### src/rtl/alu_pipe.sv
// Single-issue ALU with registered result/flags, an iterative shift-add multiplier
// and a valid/ready handshake on both sides (IDLE -> [MUL] -> HOLD).
module alu_pipe #(
  parameter int WIDTH  = 32,
  parameter int MUL_EN = 1
) (
  input  logic             clk,
  input  logic             reset_n,
  input  logic             in_valid,
  output logic             in_ready,
  input  logic [2:0]       op,
  input  logic [WIDTH-1:0] a,
  input  logic [WIDTH-1:0] b,
  output logic             out_valid,
  input  logic             out_ready,
  output logic [WIDTH-1:0] result,
  output logic             zero,
  output logic             sign,
  output logic             overflow,
  output logic             carry,
  output logic             busy
);

  localparam int SH = $clog2(WIDTH);
  localparam logic [SH-1:0] LAST_IT = SH'(WIDTH - 1);

  typedef enum logic [1:0] {IDLE, MUL, HOLD} state_t;

  typedef struct packed {
    logic [WIDTH-1:0] res;
    logic             ov;
    logic             cy;
  } alu_res_t;

  state_t state, state_nxt;

  logic [2*WIDTH-1:0] mcand_p1, acc_p1, mul_add, acc_sum;
  logic [WIDTH-1:0]   mplr_p1;
  logic [SH-1:0]      cnt_p1;
  logic [WIDTH-1:0]   res_p1;
  logic               zero_p1, sign_p1, ov_p1, cy_p1;
  logic               is_mul, in_fire, mul_last;
  alu_res_t           alu_r;

  // Single-cycle ops; op 7 only lands here when the multiplier is absent.
  function automatic alu_res_t alu_eval(input logic [2:0] f_op,
                                        input logic signed [WIDTH-1:0] f_a,
                                        input logic signed [WIDTH-1:0] f_b);
    alu_res_t      r;
    logic [WIDTH:0] ext;
    logic [SH-1:0]  sh;
    r   = '0;
    ext = '0;
    sh  = f_b[SH-1:0];
    case (f_op)
      3'd0: begin
        ext  = {1'b0, f_a} + {1'b0, f_b};
        r.res = ext[WIDTH-1:0];
        r.cy  = ext[WIDTH];
        r.ov  = (f_a[WIDTH-1] == f_b[WIDTH-1]) && (ext[WIDTH-1] != f_a[WIDTH-1]);
      end
      3'd1: begin
        ext  = {1'b0, f_a} - {1'b0, f_b};
        r.res = ext[WIDTH-1:0];
        r.cy  = ext[WIDTH];
        r.ov  = (f_a[WIDTH-1] != f_b[WIDTH-1]) && (ext[WIDTH-1] != f_a[WIDTH-1]);
      end
      3'd2: r.res = f_a | f_b;
      3'd3: r.res = f_a & f_b;
      3'd4: r.res = f_a ^ f_b;
      3'd5: r.res = f_a << sh;
      3'd6: r.res = f_a >>> sh;
      default: r = '0;
    endcase
    return r;
  endfunction

  assign is_mul   = (op == 3'd7) && (MUL_EN != 0);
  assign in_fire  = in_valid && in_ready;
  assign mul_last = (state == MUL) && (cnt_p1 == LAST_IT);
  assign alu_r    = alu_eval(op, a, b);
  assign mul_add  = mplr_p1[0] ? mcand_p1 : '0;
  assign acc_sum  = acc_p1 + mul_add;

  always_ff @(posedge clk) begin
    if (!reset_n) state <= IDLE;
    else          state <= state_nxt;
  end

  always_comb begin
    state_nxt = state;
    in_ready  = 1'b0;
    out_valid = 1'b0;
    busy      = 1'b0;
    case (state)
      IDLE: begin
        in_ready = 1'b1;
        if (in_valid) state_nxt = is_mul ? MUL : HOLD;
      end
      MUL: begin
        busy = 1'b1;
        if (cnt_p1 == LAST_IT) state_nxt = HOLD;
      end
      HOLD: begin
        in_ready  = out_ready;
        out_valid = 1'b1;
        if (out_ready) state_nxt = in_valid ? (is_mul ? MUL : HOLD) : IDLE;
      end
      default: state_nxt = IDLE;
    endcase
  end

  // Stage p1: multiplier iteration registers (operands latched at acceptance)
  always_ff @(posedge clk) begin
    if (in_fire && is_mul) begin
      mcand_p1 <= {{WIDTH{1'b0}}, a};
      mplr_p1  <= b;
      acc_p1   <= '0;
      cnt_p1   <= '0;
    end else if (state == MUL) begin
      mcand_p1 <= mcand_p1 << 1;
      mplr_p1  <= mplr_p1 >> 1;
      acc_p1   <= acc_sum;
      cnt_p1   <= cnt_p1 + 1'b1;
    end
  end

  // Stage p1: output result/flag registers, held while the consumer stalls
  always_ff @(posedge clk) begin
    if (!reset_n) begin
      res_p1  <= '0;
      zero_p1 <= 1'b0;
      sign_p1 <= 1'b0;
      ov_p1   <= 1'b0;
      cy_p1   <= 1'b0;
    end else if (in_fire && !is_mul) begin
      res_p1  <= alu_r.res;
      zero_p1 <= (alu_r.res == '0);
      sign_p1 <= alu_r.res[WIDTH-1];
      ov_p1   <= alu_r.ov;
      cy_p1   <= alu_r.cy;
    end else if (mul_last) begin
      res_p1  <= acc_sum[WIDTH-1:0];
      zero_p1 <= (acc_sum[WIDTH-1:0] == '0);
      sign_p1 <= acc_sum[WIDTH-1];
      ov_p1   <= |acc_sum[2*WIDTH-1:WIDTH];
      cy_p1   <= 1'b0;
    end
  end

  assign result   = res_p1;
  assign zero     = zero_p1;
  assign sign     = sign_p1;
  assign overflow = ov_p1;
  assign carry    = cy_p1;

endmodule

### config.mk
export PLATFORM = sky130hd
export DESIGN_NAME = alu_pipe
export DESIGN_NICKNAME = d
export VERILOG_FILES = /design/src/rtl/alu_pipe.sv
export SDC_FILE = /design/constraint.sdc
export NUM_CORES = 1
export LEC_CHECK = 0
export CELL_PAD_IN_SITES_DETAIL_PLACEMENT = 1
export CELL_PAD_IN_SITES_GLOBAL_PLACEMENT = 2
export CORE_MARGIN = 3
export CORE_UTILIZATION = 36
export CTS_CLUSTER_DIAMETER = 40
export DETAILED_ROUTE_END_ITERATION = 12
export DONT_BUFFER_PORTS = 1
export GPL_TIMING_DRIVEN = 0
export HOLD_SLACK_MARGIN = 0.02
export PLACE_DENSITY_LB_ADDON = 0.12
export SYNTH_ARGS = -nofsm -noshare
export SYNTH_HDL_FRONTEND = slang
export SYNTH_SLANG_ARGS = --single-unit
### constraint.sdc
create_clock -name clk -period 5.53 [get_ports clk]
set_clock_uncertainty 0.2 [all_clocks]
set_input_delay 0.8295 -clock clk [delete_from_list [all_inputs] [get_ports clk]]
set_output_delay 0.8295 -clock clk [all_outputs]
set_load 0.01 [all_outputs]
-- Word-level counts from Yosys, hierarchy flattened
Index checks and enable logic that the tools add are counted.
W data, S select, Z words.
- reduce and logical (&&, ||, !) cells: 15
- shifts and indexed selects: 2
- bitwise gates (word level): 3
- add/subtract/negate cells: 4
- multiplexer cells: 26
- eq/ne operators: 17
- operators with widths (cell ; number):
    $pmux W32 S7 ; 1
    $mux W32 ; 6
    $add A64 B64 Y64 ; 1
    $logic_not A32 Y1 ; 2
    $mux W64 ; 1
    $add A32 B32 Y33 ; 1
    $sub A32 B32 Y33 ; 1
    $and A32 B32 Y32 ; 1
    $or A32 B32 Y32 ; 1
    $reduce_or A32 Y1 ; 1
    $shl A32 B5 Y32 ; 1
    $sshr A32 B5 Y32 ; 1
    $xor A32 B32 Y32 ; 1
    $eq A3 B3 Y1 const B ; 4
    $mux W1 ; 10
    $mux W2 ; 5
    $eq A3 B2 Y1 const B ; 2
    $logic_and A1 B1 Y1 ; 6
    $pmux W2 S3 ; 1
    $add A5 B1 Y5 const B ; 1
    $eq A5 B5 Y1 const B ; 1
    $ne A2 B2 Y1 const B ; 2
    $pmux W2 S2 ; 1
    $reduce_bool A2 Y1 ; 2
    other kinds (11) ; 13
- input bits: 71
- output and inout bits: 39
- logic and storage cells: 78
- register bits: 203

-- Longest topological paths before layout
Gate-level depths: netlist (run 1).
- depth in word-level cells: 5
- gate-level depth with buffers: 19
- depth with buffers taken out: 15

-- Worst setup path before layout (run 1)
OpenSTA, ideal clock, no wires.
- path type: input port to flip-flop
- start: in b[2]
- end: reg zero_p1, in the netlist zero
- path buffers: 5
- library setup time: 0.084 ns
- setup slack: -0.364 ns
- stages on the path: 18
- data required time: 5.246 ns
- arrival: 5.609 ns
- cell sequence: clkbuf_1 -> inv_2 -> buf_1 -> clkbuf_1 -> clkbuf_1 -> buf_2 -> ha_1 -> nor2b_1 -> o31a_1 -> o311ai_1 -> o21ai_0 -> a221o_1 -> a221o_1 -> nor4_1 -> nand4b_1 -> nor4_2 -> nand4_1 -> o31ai_2
- word-level cells in the longest chain between the ends: 4
- elaborated cells between the ends (all ways): 10
- those cells by class: add/sub (2); shift (2); mux (2); bitwise (3); reduce/logical (1)
- ends and longest elaborated chain (element ; line ; RTL):
    start, declared ; 13 ; input logic [WIDTH-1:0] b,
    $sub A32 B32 Y33, or another cell as far along ; 63 ; ext = {1'b0, f_a} - {1'b0, f_b};
    $pmux W32 S7 * ; 55 ; case (f_op)
    $logic_not A32 Y1 * ; 138 ; zero_p1 <= (alu_r.res == '0);
    $mux W1 * ; 136 ; end else if (in_fire && !is_mul) begin
    end signal, assigned ; 138 ;
    end signal, assigned ; 144 ; zero_p1 <= (acc_sum[WIDTH-1:0] == '0);
    end, declared ; 41 ; logic zero_p1, sign_p1, ov_p1, cy_p1;
Every way passes the cells marked *; elsewhere a longest branch is shown, timed or not.
A chain may end at the register's enable or synchronous reset.

-- Worst setup path after layout (run 1)
- start: in b[1]
- end: reg zero_p1, in the netlist zero
The elaborated chain is that of the path after synthesis.

==> out/results.md, run 1 <==
| Quantity | Value |
| --- | --- |
| Result of the run | completed |
| Clock-pin slew reported for the worst setup and hold paths after clock tree synthesis | 0.04 ns |
| Share of synthesized area occupied by flip-flops and latches | 21.8% |
| Input/output buffers | 0 |
| Maximum resistive drop on vdd | 0.361 mV |
| Leakage component of the power | 0.00957 µW |
| I/O pin count | 110 |
| Number of DRC markers in iteration 0 | 1716 |
| Final instance count without filler cells | 3586 |
| Area of combinational cells with multiple inputs | 0.0158 mm² |
| Area of the placeable core | 0.0584 mm² |
| Area overhead of the layout relative to synthesis | 14.2% |
| Netlist Area Pre-Place | 0.0215 mm² |
| Root Driver | sky130_fd_sc_hd__clkbuf_16 |
| Most common flop cell mapped by yosys | sky130_fd_sc_hd__dfxtp_1 |
| Final-layout fill cell count | 7069 |
| Deepest clock path buffer count | 3 |
| GPL Wtd Cong | 1.01 |
| GRT Total Usage | 35.7% |
| CP arrival | 5.81 ns |
| Critical path required time | 5.85 ns |
| Max FO, Critical Path | 10 |
| CTS H-Tree Depth | 2 |
| Number of buffers added to fix hold violations after cts | 0 |
| HPWL after DPL | 92.7 mm |
| Sequential cell area | 0.00468 mm² |
| Hold path startpoint | a[0] |
| Vias after detailed routing | 23205 |
| Final net count | 3022 |
| Number of nets in the synthesized netlist | 2962 |
| Final setup violation count | 0 |
| YS warnings | 0 |
| Antenna violations before repair | 3 |
| Worst-Margin Slew | 1.32 ns |
| Latest clock arrival within the worst-skew pair | 0.63 ns |
| Layout cells sized above 1 | 10.8% |
| Largest net degree at the start of global routing | 65 |
| Count of distinct cell types in the synthesized netlist | 88 |
| Detail-routed net length per standard cell | 32.3 µm |
| Maximum capacitance violations | 0 |
| Number of placement rows | 88 |
| Die width | 250 µm |
| Die H | 250 µm |
| Final min period | 5.49 ns |
| Post-route DRC | 0 |
| Fmax achieved | 182 MHz |
| Share of flip-flops with an asynchronous set or reset after synthesis | 0% |
| Max transition margin | 11.3% |
| First-pass GRT wire length | 167 mm |
| Fin crit share | 99.2% |
| Via count normalized by instance count | 6.47 |
| Final Max Tran Viols | 0 |
| Post-synthesis instance total | 2717 |
| TritonCTS clock tree | yes |
| Startpoint of the most critical setup path | b[1] |
| Mean instance size in the synthesized netlist | 7.91 µm² |
| Placed Instances | 3487 |
| Critical R2R Launch | mplr_p1[0] |
| Initial Utilization | 36.8% |
| Setup repair after global routing missed its margin | false |
| Clock Sink Count | 202 |
| Number of global-route vias before repair | 23825 |
| Total wirelength of the detailed-routed design | 116 mm |
| Total gr overflow | 0 |
| Antenna viol nets, final | 0 |
| Setup CP Type | input port to flip-flop |
| Critical path launch point type | input port |
| Hold slack | 0.226 ns |
| Power density relative to cell area | 318 mW/mm² |
| TritonCTS Buffers | 49 |
| Number of iterations in the first detailed-routing pass | 6 |
| Number of register bits inferred by synthesis | 202 |
| Number of enable-type register cells in the synthesized netlist | 64 |
| Type of destination of the critical path | flip-flop |
| Overall die area | 0.0627 mm² |
| Count of endpoints failing hold in the final timing report | 0 |
| Worst hold path class | input port to flip-flop |
synth_stat cells, types with 52 or more instances:
| cell | number | area [µm²] |
|---|---|---|
| sky130_fd_sc_hd__nand2_1 | 303 | 1140 |
| sky130_fd_sc_hd__nor2_1 | 231 | 867 |
| sky130_fd_sc_hd__a21oi_1 | 189 | 946 |
| sky130_fd_sc_hd__o21ai_0 | 180 | 901 |
| sky130_fd_sc_hd__ha_1 | 171 | 2140 |
| sky130_fd_sc_hd__clkbuf_1 | 147 | 552 |
| sky130_fd_sc_hd__dfxtp_1 | 138 | 2760 |
| sky130_fd_sc_hd__inv_1 | 107 | 402 |
| sky130_fd_sc_hd__and2_1 | 92 | 576 |
| sky130_fd_sc_hd__mux2_2 | 77 | 867 |
| sky130_fd_sc_hd__edfxtp_1 | 64 | 1920 |
| sky130_fd_sc_hd__nor3_1 | 57 | 285 |
| sky130_fd_sc_hd__nand3_1 | 52 | 260 |
worst paths after layout:
path / to / slack [ns] / cells after the start
setup / recovery: zero / 0.04 / 16
hold reg to reg: acc_p1[28] / 0.26 / 2
hold / removal: mcand_p1[0] / 0.23 / 1
setup reg to reg: overflow / 0.24 / 15
report_power, final:
group | switching (µW) | internal (µW) | total, µW | leakage, µW
clock | 1060 | 2030 | 3090 | 0.000836
sequential | 175 | 1760 | 1940 | 0.00171
combinational | 1860 | 916 | 2780 | 0.00702
worst max-delay path, cell delays in order:
cell                         delay [ns]
sky130_fd_sc_hd__buf_6             0.14
sky130_fd_sc_hd__buf_2             0.30
sky130_fd_sc_hd__clkbuf_4          0.34
sky130_fd_sc_hd__clkinvlp_4        0.28
sky130_fd_sc_hd__fa_1              0.49
sky130_fd_sc_hd__nor2b_1           0.19
sky130_fd_sc_hd__o21ai_1           0.31
sky130_fd_sc_hd__a311oi_2          0.19
sky130_fd_sc_hd__nand2b_1          0.29
sky130_fd_sc_hd__a41oi_2           0.43
sky130_fd_sc_hd__o31ai_2           0.18
sky130_fd_sc_hd__a311o_1           0.44
sky130_fd_sc_hd__a221oi_1          0.66
sky130_fd_sc_hd__o211a_1           0.32
sky130_fd_sc_hd__nand3_1           0.12
sky130_fd_sc_hd__o31ai_2           0.26
placed cells by master (no fill, tap or decap), drive strengths merged, types with 21 or more instances in the layout:
master  instances
nand2         303
xnor2          39
a221oi         21
a21oi         189
nand4          42
mux4           56
ha            171
mux2i          42
and3           21
and2           93
nor2b          40
nand3          52
buf            54
o22ai          46
edfxtp         64
xor2           26
a21o           43
nor3           57
o21a           24
a211oi         34
nor2          231
nor4           24
a22oi          25
o211ai         33
o21ai         182
a31oi          21
mux2           77
dfxtp         138
o221ai         30
clkbuf        203
inv           111
stage by stage:
stage	cell area, µm²	worst slack [ns]	util, %	TNS, ns	power (µW)
final	24500	0.0441	42.1	0	7810
after global routing	24500	0.0236	42.1	0	8150
after CTS	24400	0.0102	41.9	0	7760
after detailed placement	22500	-2.35	38.6	-53.77	4600
after global placement	22500	-3.70	38.5	-142.46	4540
after floorplan	21500	0.0684	-	0	3640
kinds of logic (layout without fill, tap and decap cells):
logic type / Yosys count / in the layout / synth area share (%)
AOI/OAI and AO/OA: 850 / 850 / 26.5
adders and majority gates: 174 / 174 / 10.2
and+or+nand+nor: 952 / 952 / 21.3
DFF: 202 / 202 / 21.8
muxes: 175 / 175 / 12.0
buffers and inverters: 299 / 400 / 5.50
other: 0 / 3 / 0
xor gates and xnor gates: 65 / 65 / 2.65
sequential cells by signal, summed over array words and instances, names as in the netlist:
register	flops
carry	1
zero	1
acc_p1	64
mcand_p1	64
cnt_p1	5
state	2
overflow	1
mplr_p1	32
result	32
per-layer routing:
metal	GRT usage, %	part of all wire [%]
met1	42.2	40
met2	60.4	47
met3	8.62	7.3
met4	17.8	5.7
met5	0	0
timing repair:
item	CTS	global route
buffers inserted	2	9
cloned	0	0
resized for setup	44	16
pin swaps	1	3
setup endpoints to repair	25	8
area by class of cell:
| class | instances | share of cell area (%) |
|---|---|---|
| diodes | 3 | 0.0306 |
| plain buffers | 182 | 3.15 |
| clock buffers | 59 | 5.35 |
| clock inverters | 33 | 1.76 |
| inverters | 110 | 1.74 |
| multi-input cells | 2216 | 64.5 |
| flip-flops and latches | 202 | 19.1 |
| well taps | 765 | 3.90 |
| repair buffers | 16 | 0.479 |
(Power assumes the default switching activity.)
==> inputs of run 2 (changes only) <==
--- a/config.mk
+++ b/config.mk
@@ -5,6 +5,7 @@
 export SDC_FILE = /design/constraint.sdc
 export NUM_CORES = 1
 export LEC_CHECK = 0
+export ABC_CLOCK_PERIOD_IN_PS = 5530
 export CELL_PAD_IN_SITES_DETAIL_PLACEMENT = 1
 export CELL_PAD_IN_SITES_GLOBAL_PLACEMENT = 2
 export CORE_MARGIN = 3
==> constraint.sdc (replaced) <==
create_clock -name clk -period 5.53 [get_ports clk]
set_clock_uncertainty 0.2 [all_clocks]
set_input_delay 0.8295 -clock clk [delete_from_list [all_inputs] [get_ports clk]]
set_output_delay 0.8295 -clock clk [all_outputs]
set_load 0.02 [all_outputs]
==> results of run 2 <==
The final DEF is identical to that of run 1. Status: completed.
Among the figures that moved: total power 7810 µW -> 7830 µW
